<file path="config.mk">
export PLATFORM = sky130hd
export DESIGN_NAME = layer_mem_reader
export DESIGN_NICKNAME = d
export VERILOG_FILES = /design/src/rtl/layer_mem_reader.sv
export SDC_FILE = /design/constraint.sdc
export NUM_CORES = 1
export LEC_CHECK = 0
export ABC_AREA = 0
export CORE_MARGIN = 4
export CORE_UTILIZATION = 25
export DETAILED_ROUTE_END_ITERATION = 6
export HOLD_SLACK_MARGIN = 0.02
export MAX_ROUTING_LAYER = met4
export SETUP_SLACK_MARGIN = 0.4
export SYNTH_ARGS = -nofsm -noshare
export SYNTH_HDL_FRONTEND = slang
export SYNTH_SLANG_ARGS = --single-unit
</file>
<file path="constraint.sdc">
create_clock -name clk -period 3.63 [get_ports clk]
set_input_delay 0.726 -clock clk [delete_from_list [all_inputs] [get_ports clk]]
set_output_delay 0.726 -clock clk [all_outputs]
set_load 0.005 [all_outputs]
</file>
<file path="src/rtl/layer_mem_reader.sv">
// layer_mem_reader: reads layer 0 (64x64) or layer 1 (32x32) of the layer memory
// in raster order and streams the pixels out over valid/ready through a small FIFO.
// Read issue is throttled so outstanding reads never exceed the free FIFO space,
// so backpressure stalls the memory side without losing or duplicating pixels.
//
//  state   | meaning
//  --------+------------------------------------------------------------
//  S_IDLE  | waiting for start; crd low, csel low
//  S_READ  | issuing reads (address = pixel index) while FIFO space allows
//  S_DRAIN | all reads issued; emptying the FIFO until the last beat
module layer_mem_reader #(
    parameter int FIFO_DEPTH = 4,
    parameter int MEM_LAT    = 1
) (
    input  logic        clk,
    input  logic        reset,
    input  logic        start,
    input  logic        layer_sel,
    output logic        busy,
    output logic        done,
    output logic        crd,
    output logic [11:0] caddr_rd,
    input  logic [12:0] cdata_rd,
    output logic        csel,
    output logic        out_valid,
    input  logic        out_ready,
    output logic [12:0] out_data,
    output logic        out_sof,
    output logic        out_eol,
    output logic        out_eof
);

    localparam int AW = (FIFO_DEPTH > 1) ? $clog2(FIFO_DEPTH) : 1;
    localparam int CW = AW + 1;

    // The capture path assumes data returns in the cycle crd is high.
    generate
        if (MEM_LAT != 1) begin : g_bad_lat
            $error("layer_mem_reader: only MEM_LAT == 1 is supported");
        end
        if (FIFO_DEPTH < 2 || (FIFO_DEPTH & (FIFO_DEPTH - 1)) != 0) begin : g_bad_depth
            $error("layer_mem_reader: FIFO_DEPTH must be a power of two >= 2");
        end
    endgenerate

    typedef enum logic [1:0] {
        S_IDLE  = 2'd0,
        S_READ  = 2'd1,
        S_DRAIN = 2'd2
    } state_t;

    state_t          r_state;
    state_t          w_state_nxt;

    logic            r_layer;
    logic [12:0]     r_rd_cnt;
    logic [12:0]     r_pop_cnt;
    logic            r_crd;
    logic [11:0]     r_caddr;

    // FIFO entry: {sof, eol, eof, data[12:0]}
    logic [15:0]     r_mem [FIFO_DEPTH];
    logic [AW-1:0]   r_wptr;
    logic [AW-1:0]   r_rptr;
    logic [CW-1:0]   r_count;

    logic [12:0]     w_n;
    logic [12:0]     w_last;
    logic            w_push;
    logic            w_pop;
    logic [CW-1:0]   w_count_nxt;
    logic            w_issue;
    logic            w_sof;
    logic            w_eol;
    logic            w_eof;
    logic            w_last_beat;
    logic            w_start_ok;
    logic [15:0]     w_head;

    // Frame geometry, FIFO bookkeeping and read-issue throttle.
    always_comb begin
        w_n         = r_layer ? 13'd1024 : 13'd4096;
        w_last      = w_n - 13'd1;
        w_push      = r_crd;
        w_pop       = (r_count != '0) && out_ready;
        w_count_nxt = r_count + CW'(w_push) - CW'(w_pop);
        // Space check uses next-cycle occupancy so a read issued now always has a slot.
        w_issue     = (r_state == S_READ) && (r_rd_cnt != w_n) &&
                      (w_count_nxt < CW'(FIFO_DEPTH));
        w_sof       = (r_caddr == 12'd0);
        w_eol       = r_layer ? (&r_caddr[4:0]) : (&r_caddr[5:0]);
        w_eof       = ({1'b0, r_caddr} == w_last);
        w_last_beat = w_pop && (r_pop_cnt == w_last);
        w_start_ok  = (r_state == S_IDLE) && start;
        w_head      = r_mem[r_rptr];
    end

    // State register.
    always_ff @(posedge clk or posedge reset) begin
        if (reset) begin
            r_state <= S_IDLE;
        end else begin
            r_state <= w_state_nxt;
        end
    end

    // Next-state decode.
    always_comb begin
        w_state_nxt = r_state;
        case (r_state)
            S_IDLE:  if (start)             w_state_nxt = S_READ;
            S_READ:  if (r_rd_cnt == w_n)   w_state_nxt = S_DRAIN;
            S_DRAIN: if (w_last_beat)       w_state_nxt = S_IDLE;
            default:                        w_state_nxt = S_IDLE;
        endcase
    end

    // State-decoded outputs.
    always_comb begin
        busy = (r_state == S_READ) || (r_state == S_DRAIN);
        done = (r_state == S_DRAIN) && w_last_beat;
    end

    // Frame control: layer latch, read address generation and beat counting.
    always_ff @(posedge clk or posedge reset) begin
        if (reset) begin
            r_layer   <= 1'b0;
            r_rd_cnt  <= '0;
            r_pop_cnt <= '0;
            r_crd     <= 1'b0;
            r_caddr   <= '0;
        end else begin
            r_crd <= w_issue;
            if (w_start_ok) begin
                r_layer   <= layer_sel;
                r_rd_cnt  <= '0;
                r_pop_cnt <= '0;
            end else begin
                if (w_issue) begin
                    r_caddr  <= r_rd_cnt[11:0];
                    r_rd_cnt <= r_rd_cnt + 13'd1;
                end
                if (w_pop) begin
                    r_pop_cnt <= r_pop_cnt + 13'd1;
                end
                if ((r_state == S_DRAIN) && w_last_beat) begin
                    r_layer <= 1'b0;
                end
            end
        end
    end

    // Output FIFO: captures read data tagged with the frame position of its address.
    always_ff @(posedge clk or posedge reset) begin
        if (reset) begin
            for (int i = 0; i < FIFO_DEPTH; i++) begin
                r_mem[i] <= '0;
            end
            r_wptr  <= '0;
            r_rptr  <= '0;
            r_count <= '0;
        end else begin
            if (w_push) begin
                r_mem[r_wptr] <= {w_sof, w_eol, w_eof, cdata_rd};
                r_wptr        <= r_wptr + AW'(1);
            end
            if (w_pop) begin
                r_rptr <= r_rptr + AW'(1);
            end
            r_count <= w_count_nxt;
        end
    end

    // Stream and memory-port outputs; flags only asserted alongside a valid beat.
    always_comb begin
        crd       = r_crd;
        caddr_rd  = r_caddr;
        csel      = r_layer;
        out_valid = (r_count != '0);
        out_data  = w_head[12:0];
        out_sof   = out_valid && w_head[15];
        out_eol   = out_valid && w_head[14];
        out_eof   = out_valid && w_head[13];
    end

endmodule

</file>
==> flow_metrics.env <==
export IMPL_synth_yosys_warnings=0
export IMPL_io_pins=51
export IMPL_cts_buffers=17
export IMPL_hp_class="reg -> reg"
export IMPL_drt_first_pass_iters=4
export IMPL_postCtsHoldBufs=0
export IMPL_ys_seq_elements=113
export IMPL_netlist_top_cells_area="dfrtp_1 53%, mux2_2 12%, mux4_2 6.8%, mux2_4 3.4%, ha_1 3.3%"
export IMPL_max_clock_freq_mhz=324
export IMPL_dieWidth_um=154
export IMPL_combinational_family_with_the_most_area_after_synthesis="multiplexers"
export IMPL_slew_violations=0
export IMPL_post_route_util_pct=32.7
export IMPL_netlist_area_um2=5330
export IMPL_synth_cell_type_count=42
export IMPL_antennaDiodeCount=0
export IMPL_critPathRequiredTime_ps=2900
export IMPL_grt_max_degree=114
export IMPL_outcome="complete, no violations"
export IMPL_gp_congestion=0.765
export IMPL_arrival_ps=2360
export IMPL_tritoncts="yes"
export IMPL_post_cts_buffers=0
export IMPL_peak_fanout_along_the_critical_path=3
export IMPL_static_leakage_power_nw=2.86
export IMPL_power_ir_vdd_worst_mv=0.306
export IMPL_overflow=0
export IMPL_floorplan_rows=53
export IMPL_max_capacitance_violation_count=0
export IMPL_synthesis_instances=407
export IMPL_tightest_slew_ps=865
export IMPL_synthAdderAreaFrac_pct=3.66
export IMPL_io_buffer_count=50
export IMPL_post_synth_top_area_cell="dfrtp_1"
export IMPL_cts_sinks=113
export IMPL_worst_setup_path_type="in -> out"
export IMPL_clock_path_buffers=2
export IMPL_ctsResizeCount=0
export IMPL_syn_area_per_cell_um2=13.1
export IMPL_timing_slew_headroom_pct=42.2
export IMPL_grt_pass1_wl_um=19800
export IMPL_wire_length_per_cell_um=15.5
export IMPL_route_final_wire_length_um=11800
export IMPL_clk_transition_reported_paths_ps=50
export IMPL_total_vias_in_the_final_route=3404
export IMPL_viasPerCell=4.49
export IMPL_clk_latency_ps=410
export IMPL_setup_tns_ps=0
export IMPL_drtAntennaViolNets=0
export IMPL_groute_usage_overall_pct=10.8
export IMPL_finalCritPeriodShare_pct=85.1
export IMPL_drc=0
export IMPL_first_global_vias=3636
export IMPL_worst_clock_skew_ps=4.92
export IMPL_drive_above_1_share_pct=28.4
export IMPL_power_density_of_the_placed_cells_nw_per_um2=850
export IMPL_min_period_ps=3090
export IMPL_antenna_violations_before_repair=0
export IMPL_final_setup_violation_count=0
export IMPL_synth_compound_gate_area_share_pct=3.17
export IMPL_synthToLayoutAreaGrowth_pct=29.1
export IMPL_floorplan_die_height_um=154
export IMPL_fin_hold_ws_ps=481
export IMPL_number_of_levels_the_h_tree_was_split_into=4
export IMPL_detailedPlacementHpwl_um=7970
export IMPL_placeableCoreArea_um2=21000
export IMPL_floorplan_die_area_um2=23700
export IMPL_num_nets_final=504
export IMPL_leading_cell_types_in_the_layout_fill_and_taps_excluded="113 x dfrtp_1, 58 x mux2_2, 50 x clkdlybuf4s50_1, 28 x nand2_1, 22 x nor2_1"
export IMPL_synth_simple_gate_area_share_pct=11.2
export IMPL_yosys_mux_area_fraction_pct=22.6
export IMPL_use_met2_pct=17.2
export IMPL_grt_busiest_layer="met2"
export IMPL_p_total_mw=5.85
export IMPL_drtIter0Drc=204
export IMPL_start_util_pct=25.4
export IMPL_critPathCaptureType="primary output"
export IMPL_synth_top_cell_area_share_pct=53.0
export IMPL_met3_usage_pct=3.57
export IMPL_hold_violations=0
export IMPL_most_common_cell_after_layout_fill_and_taps_aside="dfrtp_1"
export IMPL_synth_nets=440
export IMPL_startpoint_type="input pin"
export IMPL_yosys_area_share_xor_xnor_pct=3.90
export IMPL_root_buffer="clkbuf_16"
export IMPL_rsz_0062_raised_after_global_routing="no"
export IMPL_ys_seq_area_share_pct=53.0
export IMPL_grt_met1_usage_pct=13.5
[final cells by class]
cell class,instances,area [um2]
fill,2052,14100
sequential,113,2830
multi-input combinational,264,2380
timing repair buffer,60,596
clock buffer,21,470
tap,275,344
clock inverter,10,205
inverter,15,60.1
[per-layer routing]
layer	wire (um)	up-vias
met1	5210	1752
met5	0	-
met4	53	0
li1	-	1579
met3	547	4
met2	5950	69
[registers in the layout, summed over array words and instances, names as in the netlist]
signal	flops
r_rptr	2
csel	1
r_state	2
r_mem	64
r_rd_cnt	13
r_pop_cnt	13
r_wptr	2
crd	1
caddr_rd	12
r_count	3
[worst max-delay path, stage by stage]
cell and delay (ps):
clkdlybuf4s50_1 470, o311a_2 210, nand4_1 160, nor3_2 250, clkdlybuf4s50_1 550
[final timing paths]
path / from / end / slack, ps / cells after the start
min: r_mem[14] / r_mem[14] / 480 / 2
max in group asynchronous: reset / r_mem[13] / 2350 / 3
max: out_ready / done / 540 / 5
max reg2reg: r_count[1] / r_rd_cnt[9] / 680 / 13
min reg2reg: r_mem[14] / r_mem[14] / 480 / 2
min in group asynchronous: reset / caddr_rd[7] / 860 / 3
[cells in the mapped netlist, drive strengths merged]
cell / count
nor4b: 1
fa: 1
nor2: 22
nor2b: 5
xor2: 8
mux4: 16
o31ai: 1
a21oi: 7
clkbuf: 11
nor4: 7
nand4: 6
xnor3: 1
inv: 15
buf: 4
mux2i: 1
dfrtp: 113
nand2: 29
or4b: 1
xnor2: 13
o2111a: 1
and3: 2
nand3: 10
o21ai: 19
and4: 2
and3b: 1
nand2b: 3
or3: 7
nor3: 8
o31a: 1
nor3b: 2
o311a: 1
mux2: 70
ha: 14
and2: 4
[where the power goes]
group | internal [mW] | switching (mW)
sequential | 1.69 | 0.304
combinational | 1.20 | 0.762
clock | 1.34 | 0.564
total | 4.22 | 1.63
[logic make-up (layout without fill, tap and decap cells)]
kind of cell,after synthesis,in the layout
simple gates,110,110
buf+inv,30,106
flops,113,113
compound gates,30,30
mux,87,87
fa+ha+maj,15,15
xor+xnor,22,22
[stage by stage]
step,worst slack [ps],area (um2),std cells
after global placement,145,6190,727
after floorplan,453,5340,407
after CTS,441,6870,758
final,540,6880,758
after detailed placement,65.5,6190,727
after global routing,424,6880,758
(Power assumes the default switching activity.)
